===== src/rtl/aes_dec_sched_pkg.sv =====
// rtl/aes_dec_sched_pkg.sv - shared types and constants for the AES inverse-cipher round sequencer
// Contents: state_e FSM encoding, default round count, round-number and tag widths.
package aes_dec_sched_pkg;

    typedef enum logic [2:0] {
        IDLE  = 3'd0,
        LOAD  = 3'd1,
        ROUND = 3'd2,
        FINAL = 3'd3,
        DONE  = 3'd4
    } state_e;

    localparam int NR_DEFAULT = 10;
    localparam int RND_W      = 4;
    localparam int TAG_W      = 1;

endpackage


===== src/rtl/aes_rr_arb2.sv =====
// rtl/aes_rr_arb2.sv - two-input round-robin arbiter with registered priority pointer
// Ports:
//   clk_i, rst_i  clock, synchronous active-high reset (pointer -> 0, req0 preferred)
//   valid_i[1:0]  request valids
//   en_i          grants allowed this cycle
//   accept_i      pulse when a grant is consumed; pointer moves away from the winner
//   grant_o[1:0]  one-hot grant (combinational)
module aes_rr_arb2 (
    input  logic       clk_i,
    input  logic       rst_i,
    input  logic [1:0] valid_i,
    input  logic       en_i,
    input  logic       accept_i,
    output logic [1:0] grant_o
);

    // ptr_q == 0 means requester 0 wins a tie, 1 means requester 1 wins.
    logic ptr_q;
    logic ptr_d;

    always_comb begin
        grant_o[0] = en_i && valid_i[0] && (!valid_i[1] || !ptr_q);
        grant_o[1] = en_i && valid_i[1] && (!valid_i[0] ||  ptr_q);
    end

    always_comb begin
        ptr_d = ptr_q;
        if (accept_i) begin
            // The winner loses priority: granting 0 hands the next tie to 1.
            ptr_d = grant_o[0];
        end
    end

    always_ff @(posedge clk_i) begin
        if (rst_i) begin
            ptr_q <= 1'b0;
        end else begin
            ptr_q <= ptr_d;
        end
    end

endmodule


===== src/rtl/aes_decipher_sched.sv =====
// rtl/aes_decipher_sched.sv - round sequencer and 2-requester arbiter for an AES inverse-cipher core
// Optional feature macro: AES_DEC_SCHED_PERF_EN (adds perf_blocks / perf_stall counters)
// Ports:
//   clk, rst                       clock, synchronous active-high reset
//   req0_*/req1_*                  ciphertext request channels (valid/ready/data)
//   core_cipher_text               ciphertext of the job in flight
//   core_begin_round               initial AddRoundKey cycle (key NR)
//   core_rkey_en                   inverse-round cycle, core state updates
//   core_last_round                final round, InvMixColumns bypassed
//   core_round_num, key_idx        current round and matching key index (NR - round)
//   core_plain_text                core result, captured in the final round
//   out_valid/out_ready/out_data/out_tag  plaintext result channel with requester ID
//   busy                           sequencer not idle
//   perf_blocks, perf_stall        (macro only) completed blocks, stalled DONE cycles
module aes_decipher_sched
    import aes_dec_sched_pkg::*;
#(
    parameter int NR = NR_DEFAULT,
    parameter int DW = 128
) (
    input  logic             clk,
    input  logic             rst,
    input  logic             req0_valid,
    output logic             req0_ready,
    input  logic [DW-1:0]    req0_data,
    input  logic             req1_valid,
    output logic             req1_ready,
    input  logic [DW-1:0]    req1_data,
    output logic [DW-1:0]    core_cipher_text,
    output logic             core_begin_round,
    output logic             core_rkey_en,
    output logic             core_last_round,
    output logic [RND_W-1:0] core_round_num,
    output logic [RND_W-1:0] key_idx,
    input  logic [DW-1:0]    core_plain_text,
    output logic             out_valid,
    input  logic             out_ready,
    output logic [DW-1:0]    out_data,
    output logic             out_tag,
    output logic             busy
`ifdef AES_DEC_SCHED_PERF_EN
    ,
    output logic [31:0]      perf_blocks,
    output logic [31:0]      perf_stall
`endif
);

    if (!(NR == 10 || NR == 12 || NR == 14)) begin : g_nr_check
        $error("aes_decipher_sched: NR must be 10, 12 or 14");
    end

    localparam logic [RND_W-1:0] NR_V = RND_W'(NR);

    state_e             state_q, state_d;
    logic [RND_W-1:0]   round_q, round_d;
    logic [TAG_W-1:0]   tag_q;
    logic [DW-1:0]      cipher_q;
    logic [DW-1:0]      out_q;
    logic [1:0]         grant;
    logic               take;

    aes_rr_arb2 u_arb (
        .clk_i    (clk),
        .rst_i    (rst),
        .valid_i  ({req1_valid, req0_valid}),
        .en_i     (state_q == IDLE),
        .accept_i (take),
        .grant_o  (grant)
    );

    // Ready is the grant itself, so any grant is a completed handshake.
    assign take       = |grant;
    assign req0_ready = grant[0];
    assign req1_ready = grant[1];

    // round_q is kept equal to the visible round number in every state:
    // 0 in IDLE/LOAD/DONE, 1..NR-1 in ROUND, NR in FINAL.
    always_comb begin
        state_d = state_q;
        round_d = round_q;
        case (state_q)
            IDLE: begin
                round_d = '0;
                if (take) state_d = LOAD;
            end
            LOAD: begin
                state_d = ROUND;
                round_d = RND_W'(1);
            end
            ROUND: begin
                if (round_q == NR_V - RND_W'(1)) begin
                    state_d = FINAL;
                    round_d = NR_V;
                end else begin
                    round_d = round_q + RND_W'(1);
                end
            end
            FINAL: begin
                state_d = DONE;
                round_d = '0;
            end
            DONE: begin
                if (out_ready) state_d = IDLE;
            end
            default: begin
                state_d = IDLE;
                round_d = '0;
            end
        endcase
    end

    always_ff @(posedge clk) begin
        if (rst) begin
            state_q  <= IDLE;
            round_q  <= '0;
            tag_q    <= '0;
            cipher_q <= '0;
            out_q    <= '0;
        end else begin
            state_q <= state_d;
            round_q <= round_d;
            if (take) begin
                cipher_q <= grant[1] ? req1_data : req0_data;
                tag_q    <= TAG_W'(grant[1]);
            end
            if (state_q == FINAL) begin
                out_q <= core_plain_text;
            end
        end
    end

    assign core_cipher_text = cipher_q;
    assign core_begin_round = (state_q == LOAD);
    assign core_rkey_en     = (state_q == ROUND) || (state_q == FINAL);
    assign core_last_round  = (state_q == FINAL);
    assign core_round_num   = round_q;
    assign key_idx          = NR_V - round_q;
    assign out_valid        = (state_q == DONE);
    assign out_data         = out_q;
    assign out_tag          = tag_q;
    assign busy             = (state_q != IDLE);

`ifdef AES_DEC_SCHED_PERF_EN
    logic [31:0] blocks_q;
    logic [31:0] stall_q;

    always_ff @(posedge clk) begin
        if (rst) begin
            blocks_q <= '0;
            stall_q  <= '0;
        end else begin
            if (out_valid && out_ready) begin
                blocks_q <= blocks_q + 32'd1;
            end
            if (out_valid && !out_ready && (stall_q != 32'hFFFF_FFFF)) begin
                stall_q <= stall_q + 32'd1;
            end
        end
    end

    assign perf_blocks = blocks_q;
    assign perf_stall  = stall_q;
`endif

endmodule


===== config.mk =====
export PLATFORM = sky130hd
export DESIGN_NAME = aes_decipher_sched
export DESIGN_NICKNAME = d
export VERILOG_FILES = /design/src/rtl/aes_dec_sched_pkg.sv /design/src/rtl/aes_rr_arb2.sv /design/src/rtl/aes_decipher_sched.sv
export SDC_FILE = /design/constraint.sdc
export NUM_CORES = 1
export LEC_CHECK = 0
export ABC_CLOCK_PERIOD_IN_PS = 1890
export CORE_AREA = 2 2 257 259
export DETAILED_ROUTE_END_ITERATION = 6
export DIE_AREA = 0 0 259 261
export PLACE_DENSITY = 0.42
export SYNTH_ARGS = -nofsm -noshare
export SYNTH_HDL_FRONTEND = slang
export SYNTH_SLANG_ARGS = --single-unit

===== constraint.sdc =====
create_clock -name clk -period 1.89 [get_ports clk]
set_clock_uncertainty 0.1 [all_clocks]
set_input_delay 0.378 -clock clk [delete_from_list [all_inputs] [get_ports clk]]
set_output_delay 0.378 -clock clk [all_outputs]
set_load 0.02 [all_outputs]

**Word-level counts from Yosys, hierarchy flattened**

Cells that the tools add are included.

- Flip-flop bits (word level): 265
- Input bits: 389
- Output and inout port bits: 272
- Word-level logic and storage cells: 37

- Add/sub/neg operators: 2
- Eq/ne operators: 8
- Multiplexer cells: 7
- Reductions and logical operators: 14

Operators with widths:

| operator | count |
|---|---|
| 2-to-1 mux 128 bit | 1 |
| one-hot mux 3 bit (5 select lines) | 1 |
| one-hot mux 4 bit (3 select lines) | 1 |
| 2-to-1 mux 3 bit | 3 |
| equality test 3 x 2 -> 1 bit, second input constant | 2 |
| adder 4 x 1 -> 4 bit, second input constant | 1 |
| equality test 4 bit, second input constant | 1 |
| logical AND 1 bit | 4 |
| 2-to-1 mux 4 bit | 1 |
| inequality test 2 bit, second input constant | 2 |
| subtractor 4 bit, first input constant | 1 |
| equality test 3 x 1 -> 1 bit, second input constant | 1 |
| equality test 3 bit, second input constant | 1 |
| zero test 1 bit | 3 |
| zero test 3 bit | 1 |
| logical OR 1 bit | 3 |
| AND reduction 3 bit | 1 |
| nonzero test 3 bit | 1 |
| inequality test 2 x 1 -> 1 bit, second input constant | 1 |
| OR reduction 2 bit | 1 |

**Longest topological paths before layout**

Gate-level depths: netlist (run 1).

- Depth after elaboration: 6
- Mapped depth: 7

**Hierarchy**

Synthesis (run 1) repeated with hierarchy kept, for this count alone.

- Cells, all modules: 1180
- Area total of the unflattened synthesis: 11488.5 µm²

By module, submodules not included:

| module | times used | cells each | area an instance (µm²) |
|---|---|---|---|
| aes_decipher_sched | 1 | 1171 | 11422.2 |
| aes_rr_arb2 | 1 | 9 | 66.3 |

**Worst setup path before layout (run 1)**

OpenSTA, ideal clock, no wires.

- Kind: register -> output
- Start point: register state_q[0]
- End point: output port req1_ready
- Arrival: 1.571 ns
- Required time: 1.412 ns
- Path slack: -0.159 ns
- Stages on the path, launching flop included: 6
- Cell sequence: dfxtp_1 buf_2 nor3_4 inv_2 clkbuf_1 nor3_1

- Longest elaborated chain between the ends: 3

RTL lines:

| item | line | source |
|---|---|---|
| from (decl) | aes_decipher_sched.sv:54 | `state_e state_q, state_d;` |
| from (signal assigned) | aes_decipher_sched.sv:120 | `state_q <= state_d;` |
| zero test 3 bit | aes_decipher_sched.sv:66 | `.en_i (state_q == IDLE),` |
| logical AND 1 bit (2 in series) | aes_rr_arb2.sv:23 | `grant_o[1] = en_i && valid_i[1] && (!valid_i[0] \|\| ptr_q);` |
| to (decl) | aes_decipher_sched.sv:27 | `output logic req1_ready,` |

No other way between the ends.

**Final worst setup path (run 1)**

- Start point: register state_q[2]
- End point: output port req0_ready

- Longest elaborated chain between the ends: 3

RTL lines:

| item | line | source |
|---|---|---|
| zero test 3 bit | aes_decipher_sched.sv:66 |  |
| logical AND 1 bit (2 in series) | aes_rr_arb2.sv:22 | `grant_o[0] = en_i && valid_i[0] && (!valid_i[1] \|\| !ptr_q);` |
| to (decl) | aes_decipher_sched.sv:24 | `output logic req0_ready,` |

No other way between the ends.

==> results of run 1 <==
-- flip-flops by register name, indices dropped and copies added, names as in the netlist --
signal            flops
core_cipher_text    128
out_data            128
core_round_num        4
state_q               3
out_tag               1
u_arb.ptr_q           1
-- metal layers --
metal | global-route usage | up-vias | part of all wire
met3 | 0.06804 | 125 | 0.090
met4 | 0.06744 | 14 | 0.032
li1 | - | 6817 | -
met1 | 0.2175 | 7133 | 0.39
met5 | 0 | - | 0.0014
met2 | 0.3268 | 632 | 0.49
-- cells by family (layout without fill, tap and decap cells) --
family,Yosys count,in the layout,synth area share
AO/OA/AOI/OAI,525,525,0.2976
AND/OR/NAND/NOR,411,412,0.1678
flip-flops,265,265,0.4576
buffers and inverters,195,964,0.07144
adder cells (fa/ha/maj),3,3,0.003238
XOR/XNOR,3,3,0.002267
other,0,6,0
-- per-stage QoR --
stage | instances | hold slack [ps] | worst slack (ps) | util
final | 3042 | 83.09 | -299.1 | 0.3648
after global routing | 3041 | 69.83 | -363.2 | 0.3648
after CTS | 3010 | 45.46 | -348.5 | 0.3484
after detailed placement | 2843 | 346.3 | -877.3 | 0.3030
after global placement | 2843 | 342.1 | -909.9 | 0.3030
after floorplan | 1402 | 405.1 | 5.169 | -
-- worst max-delay path, cell delays in order (launching register included) --
cell     delay [ps]
dfxtp_2         320
or4b_4          560
a21oi_2         140
buf_4           150
-- power groups by stage --
stage | Combinational (uW) | Sequential, uW | Clock [uW]
after global routing | 13100 | 7040 | 7110
after CTS | 12100 | 6920 | 6940
after global placement | 8750 | 7020 | 0
final | 12500 | 6950 | 6700
after floorplan | 3230 | 7960 | 0
after detailed placement | 8780 | 7020 | 0
-- synthesized netlist by cell type (3+ instances only) --
library cell	count
buf_1	7
nand3b_1	4
dfxtp_1	265
inv_1	5
ha_1	3
nor3_1	4
buf_2	71
nand2b_1	3
o31ai_1	128
clkbuf_1	109
a21oi_1	261
a311oi_1	131
nand4_1	128
nand2_1	258
-- layout make-up --
cell class              count  area share
flip-flops and latches    265      0.2241
well taps                 864     0.04556
clock buffers              55     0.04355
inverters                   6    0.001371
repair buffers            893      0.4178
clock inverters            10    0.003796
multi-input cells         943      0.2632
diodes                      6   0.0006327
-- worst min path at each step --
| stage | end | slack, ps | cells after the start |
|---|---|---|---|
| floorplan | u_arb.ptr_q | 410 | 1 |
| global placement | out_data[30] | 340 | 2 |
| detailed placement | out_data[30] | 350 | 2 |
| CTS | u_arb.ptr_q | 50 | 2 |
| global route | u_arb.ptr_q | 70 | 2 |
| finish | u_arb.ptr_q | 80 | 2 |
-- timing repair --
item / CTS / global route
cloned: 37 / 15
buffers inserted: 66 / 20
endpoints found under the setup margin: 397 / 255
resized for setup: 457 / 186
pin swaps: 198 / 24
==> flow_metrics.tcl, run 1 <==
set metrics [dict create \
    yosysWarnings 0 \
    numCtsBuffers 36 \
    seqPwrFrac 0.265 \
    synth_seq_cells 265 \
    grtUsageTotal 0.1902 \
    drv_cap 0 \
    holdCritStartpoint "req1_valid" \
    holdBufCountCts 0 \
    synth_area_per_cell_sq_um 8.269 \
    fin_total_pwr_uw 26170 \
    internal_power_uw 16600 \
    fin_ws_ps -299.1 \
    die-area_sq_um 67600 \
    netlist_area_sq_um 11590 \
    clock_power_share 0.256 \
    io_pins 661 \
    syn_inst 1402 \
    synth.top_cell.area_share 0.4576 \
    ir_worst_vdd_mv 0.6467 \
    powerDensity_nw_per_um2 1103 \
    htreeDepth 2 \
    setup_viol 195 \
    power_frac_comb 0.478 \
    initial_utilization 0.1783 \
    dr.pass1.iters 4 \
    routedWlPerCell_um 23.13 \
    drt-initial-drc-count 717 \
    synth-main-ff-cell "dfxtp_1" \
    hold_class "in2reg" \
    status "finished with violations" \
    cp-endpoint "req0_ready" \
    grt_pass1_wl_mm 97.68 \
    placementRows 94 \
    areaGrowthSynthToFinish_pct 104.7 \
    multiInputGateArea_sq_um 6246 \
    hpwlAfterDp_mm 44.59 \
    required_ps 1410 \
    yosysSeqAreaShare 0.4576 \
    critical_path.max_fanout 2 \
    route.detailed.drc 0 \
    synth_fp_nets 1794 \
    maxSlewViolCount 0 \
    max_freq_ghz 0.4568 \
    final_common_cell "clkdlybuf4s50_1" \
    synth_area_leaders "dfxtp_1 (46%), a21oi_1 (11%), a311oi_1 (9.9%)" \
    die_h_um 261 \
    regArea_sq_um 5318 \
    gp_congestion 0.8329 \
    final_cell_mix "clkdlybuf4s50_1 (386), dfxtp_1 (259), dlygate4sd2_1 (251)" \
    switching_share 0.3655 \
    worstPathArrival_ps 1710 \
    hold_viol 0 \
    clock_latency_ps 540 \
    numPortBuffers 660 \
    synth_area_leader_cell "dfxtp_1" \
    min_period_ps 2189 \
    grt_setup_unrepaired "yes" \
    coreArea_sq_um 65040 \
    ys_types 34 \
    r2r_start "state_q[1]" \
    cts_max_path_buffers 3 \
    end_kind "primary output" \
    start_kind "flop" \
    setup_tns_ps -14230 \
    fin_area_sq_um 23730 \
    p_leak_uw 0.009348 \
    reg2reg_depth 10 \
    viasPerCell 4.839 \
    p_sw_uw 9565 \
    cts_tree "built" \
    drt_wl_total_mm 70.36 \
    crit_type "reg2out" \
    synth_edf_count 0 \
    final_nets 2537 \
    drive_above_1_share 0.2187 \
    ff2ff_setup_slack_ps -190 \
    placed_area_sq_um 19710 \
    critPathLaunch "state_q[2]" \
    path_clk_slew_ps 60 \
    post-route-period-util 1.158 \
    r2r_end "core_cipher_text[102]" \
    grt_pass1_vias 14568 \
    root_buffer "clkbuf_16" \
    worst_pin_slew_ps 534.3 \
    relSlewSlack 0.6430 \
    ant_nets 0 \
    antenna_found_initial 13 \
    fillers 6636 \
    synthArstFlopShare 0 \
    failed_checks "negative setup slack" \
    vias 14721 \
    dieWidth_um 259 \
    grt_max_degree 65 \
    clock_sinks 265 \
    grt.overflow.total 0 \
]
No activity file was read; power rests on OpenSTA's default activity.
==> run 2: changes to the inputs <==
Settings changed: CTS_CLUSTER_SIZE from default to 12.
==> run 2 against run 1 <==
Core utilization up 0.40 points. Highest routed layer unchanged. Clock power increased by 6.4%. Via count about the same. Total power rose by 3.6%. Cell area up 1.1%. The flow still finishes with violations (negative setup slack).
==> flow_metrics.tcl, run 2 (synthesis gave the netlist of run 1 again) <==
set metrics [dict create \
    status "finished with violations" \
    failed_checks "negative setup slack" \
    vias 14729 \
    setup_viol 136 \
    post-route-period-util 1.157 \
    dr.pass1.iters 5 \
    fin_area_sq_um 23990 \
    critical_path.max_fanout 2 \
    end_kind "primary output" \
    p_leak_uw 0.009516 \
    coreArea_sq_um 65040 \
    grt_max_degree 65 \
    clock_sinks 265 \
    powerDensity_nw_per_um2 1130 \
    cts_max_path_buffers 3 \
    numPortBuffers 660 \
    final_nets 2548 \
    die_h_um 261 \
    placementRows 94 \
    drt_wl_total_mm 71.07 \
    areaGrowthSynthToFinish_pct 106.9 \
    route.detailed.drc 0 \
    start_kind "flop" \
    drive_above_1_share 0.2065 \
    die-area_sq_um 67600 \
    fillers 6631 \
    viasPerCell 4.823 \
    root_buffer "clkbuf_16" \
    hold_viol 0 \
    fin_total_pwr_uw 27110 \
    dieWidth_um 259 \
    hpwlAfterDp_mm 44.59 \
    ir_worst_vdd_mv 0.5964 \
    final_cell_mix "clkdlybuf4s50_1 (386), dfxtp_1 (259), dlygate4sd2_1 (250)" \
    clock_latency_ps 540 \
    drv_cap 0 \
    grt_setup_unrepaired "yes" \
    max_freq_ghz 0.4574 \
    required_ps 1410 \
    final_common_cell "clkdlybuf4s50_1" \
    grt_pass1_wl_mm 97.98 \
    grt_pass1_vias 14683 \
    io_pins 661 \
    min_period_ps 2186 \
    grtUsageTotal 0.1913 \
    worst_pin_slew_ps 452.0 \
    path_clk_slew_ps 60 \
    initial_utilization 0.1783 \
    routedWlPerCell_um 23.27 \
    numCtsBuffers 36 \
    drt-initial-drc-count 748 \
    placed_area_sq_um 19710 \
    relSlewSlack 0.6998 \
    ant_nets 0 \
    maxSlewViolCount 0 \
    grt.overflow.total 0 \
    antenna_found_initial 13 \
    fin_ws_ps -296.1 \
    crit_type "reg2out" \
    worstPathArrival_ps 1710 \
    gp_congestion 0.8329 \
    hold_class "in2reg" \
    cts_tree "built" \
    htreeDepth 2 \
]
## run 2: cell types whose count changed in the layout (fill, tap and decap cells not counted), sizes merged
| cell | previous run | this run |
|---|---|---|
| bufbuf | 0 | 1 |
| and2 | 2 | 1 |
| clkbuf | 68 | 70 |
| buf | 238 | 246 |
| clkinv | 7 | 8 |
| clkinvlp | 0 | 1 |
| clkdlybuf4s15 | 5 | 7 |
| dlygate4sd2 | 251 | 250 |
| inv | 8 | 6 |
| bufinv | 1 | 2 |
## run 2: worst paths after layout
| check | start | end | slack [ps] | cells after the start |
|---|---|---|---|---|
| max | state_q[1] | req0_ready | -300 | 3 |
| min | req1_valid | u_arb.ptr_q | 90 | 2 |
| max reg2reg | state_q[1] | core_cipher_text[9] | -240 | 11 |
| min reg2reg | out_data[113] | out_data[113] | 350 | 2 |
## run 2: timing repair
action	4_1_cts	5_1_grt
pin swaps	149	53
gates cloned	39	19
setup endpoints to repair	397	256
hold buffers	0	0
setup buffers	76	13
gates resized for setup	478	123
## run 2: critical path, cell delays in order, from the launching register on
cell and delay, ps:
dfxtp_2 320, or4b_4 550, a21oi_2 130, buf_4 150
## run 2: layer usage
layer	up-vias	wire length [um]	GRT usage	part of all wire
li1	6841	-	-	-
met1	7133	27350	0.2172	0.38
met2	629	34900	0.3307	0.49
met3	112	6654	0.06998	0.094
met4	14	2072	0.06535	0.029
met5	-	89	0	0.0013
## run 2: where the power goes
group / leakage [uW] / switching (uW) / internal [uW] / total [uW]
Clock: 0.000600 / 2840 / 4290 / 7130
Combinational: 0.00674 / 6330 / 6720 / 13100
Sequential: 0.00217 / 496 / 6440 / 6930
## run 2: cell type report
cell class,instances,area (sq um),share of cell area
Clock buffer,55,1095,0.04564
Sequential cell,265,5318,0.2217
Timing Repair Buffer,905,10290,0.4292
Tap cell,864,1081,0.04507
Clock inverter,11,126.4,0.005268
Multi-Input combinational cell,942,6028,0.2513
Inverter,6,30.03,0.001252
Antenna cell,6,15.01,0.0006259
## run 2: stage by stage
stage / instances / utilization / hold slack, ps / TNS [ps] / setup WS, ps
6_report: 3054 / 0.3688 / 92.44 / -24340 / -296.1
3_3_place_gp: 2843 / 0.3030 / 342.1 / -36810 / -909.9
5_1_grt: 3053 / 0.3688 / 86.39 / -37880 / -371.8
3_5_place_dp: 2843 / 0.3030 / 346.3 / -35750 / -877.3
4_1_cts: 3021 / 0.3538 / 63.86 / -32680 / -352.2
2_1_floorplan: 1402 / - / 405.1 / 0 / 5.169
==> run 3: changes to the inputs <==
Settings changed: GPL_ROUTABILITY_DRIVEN from default to 0.
==> results of run 3 <==
Final layout, timing and power as in run 2 (identical DEF).
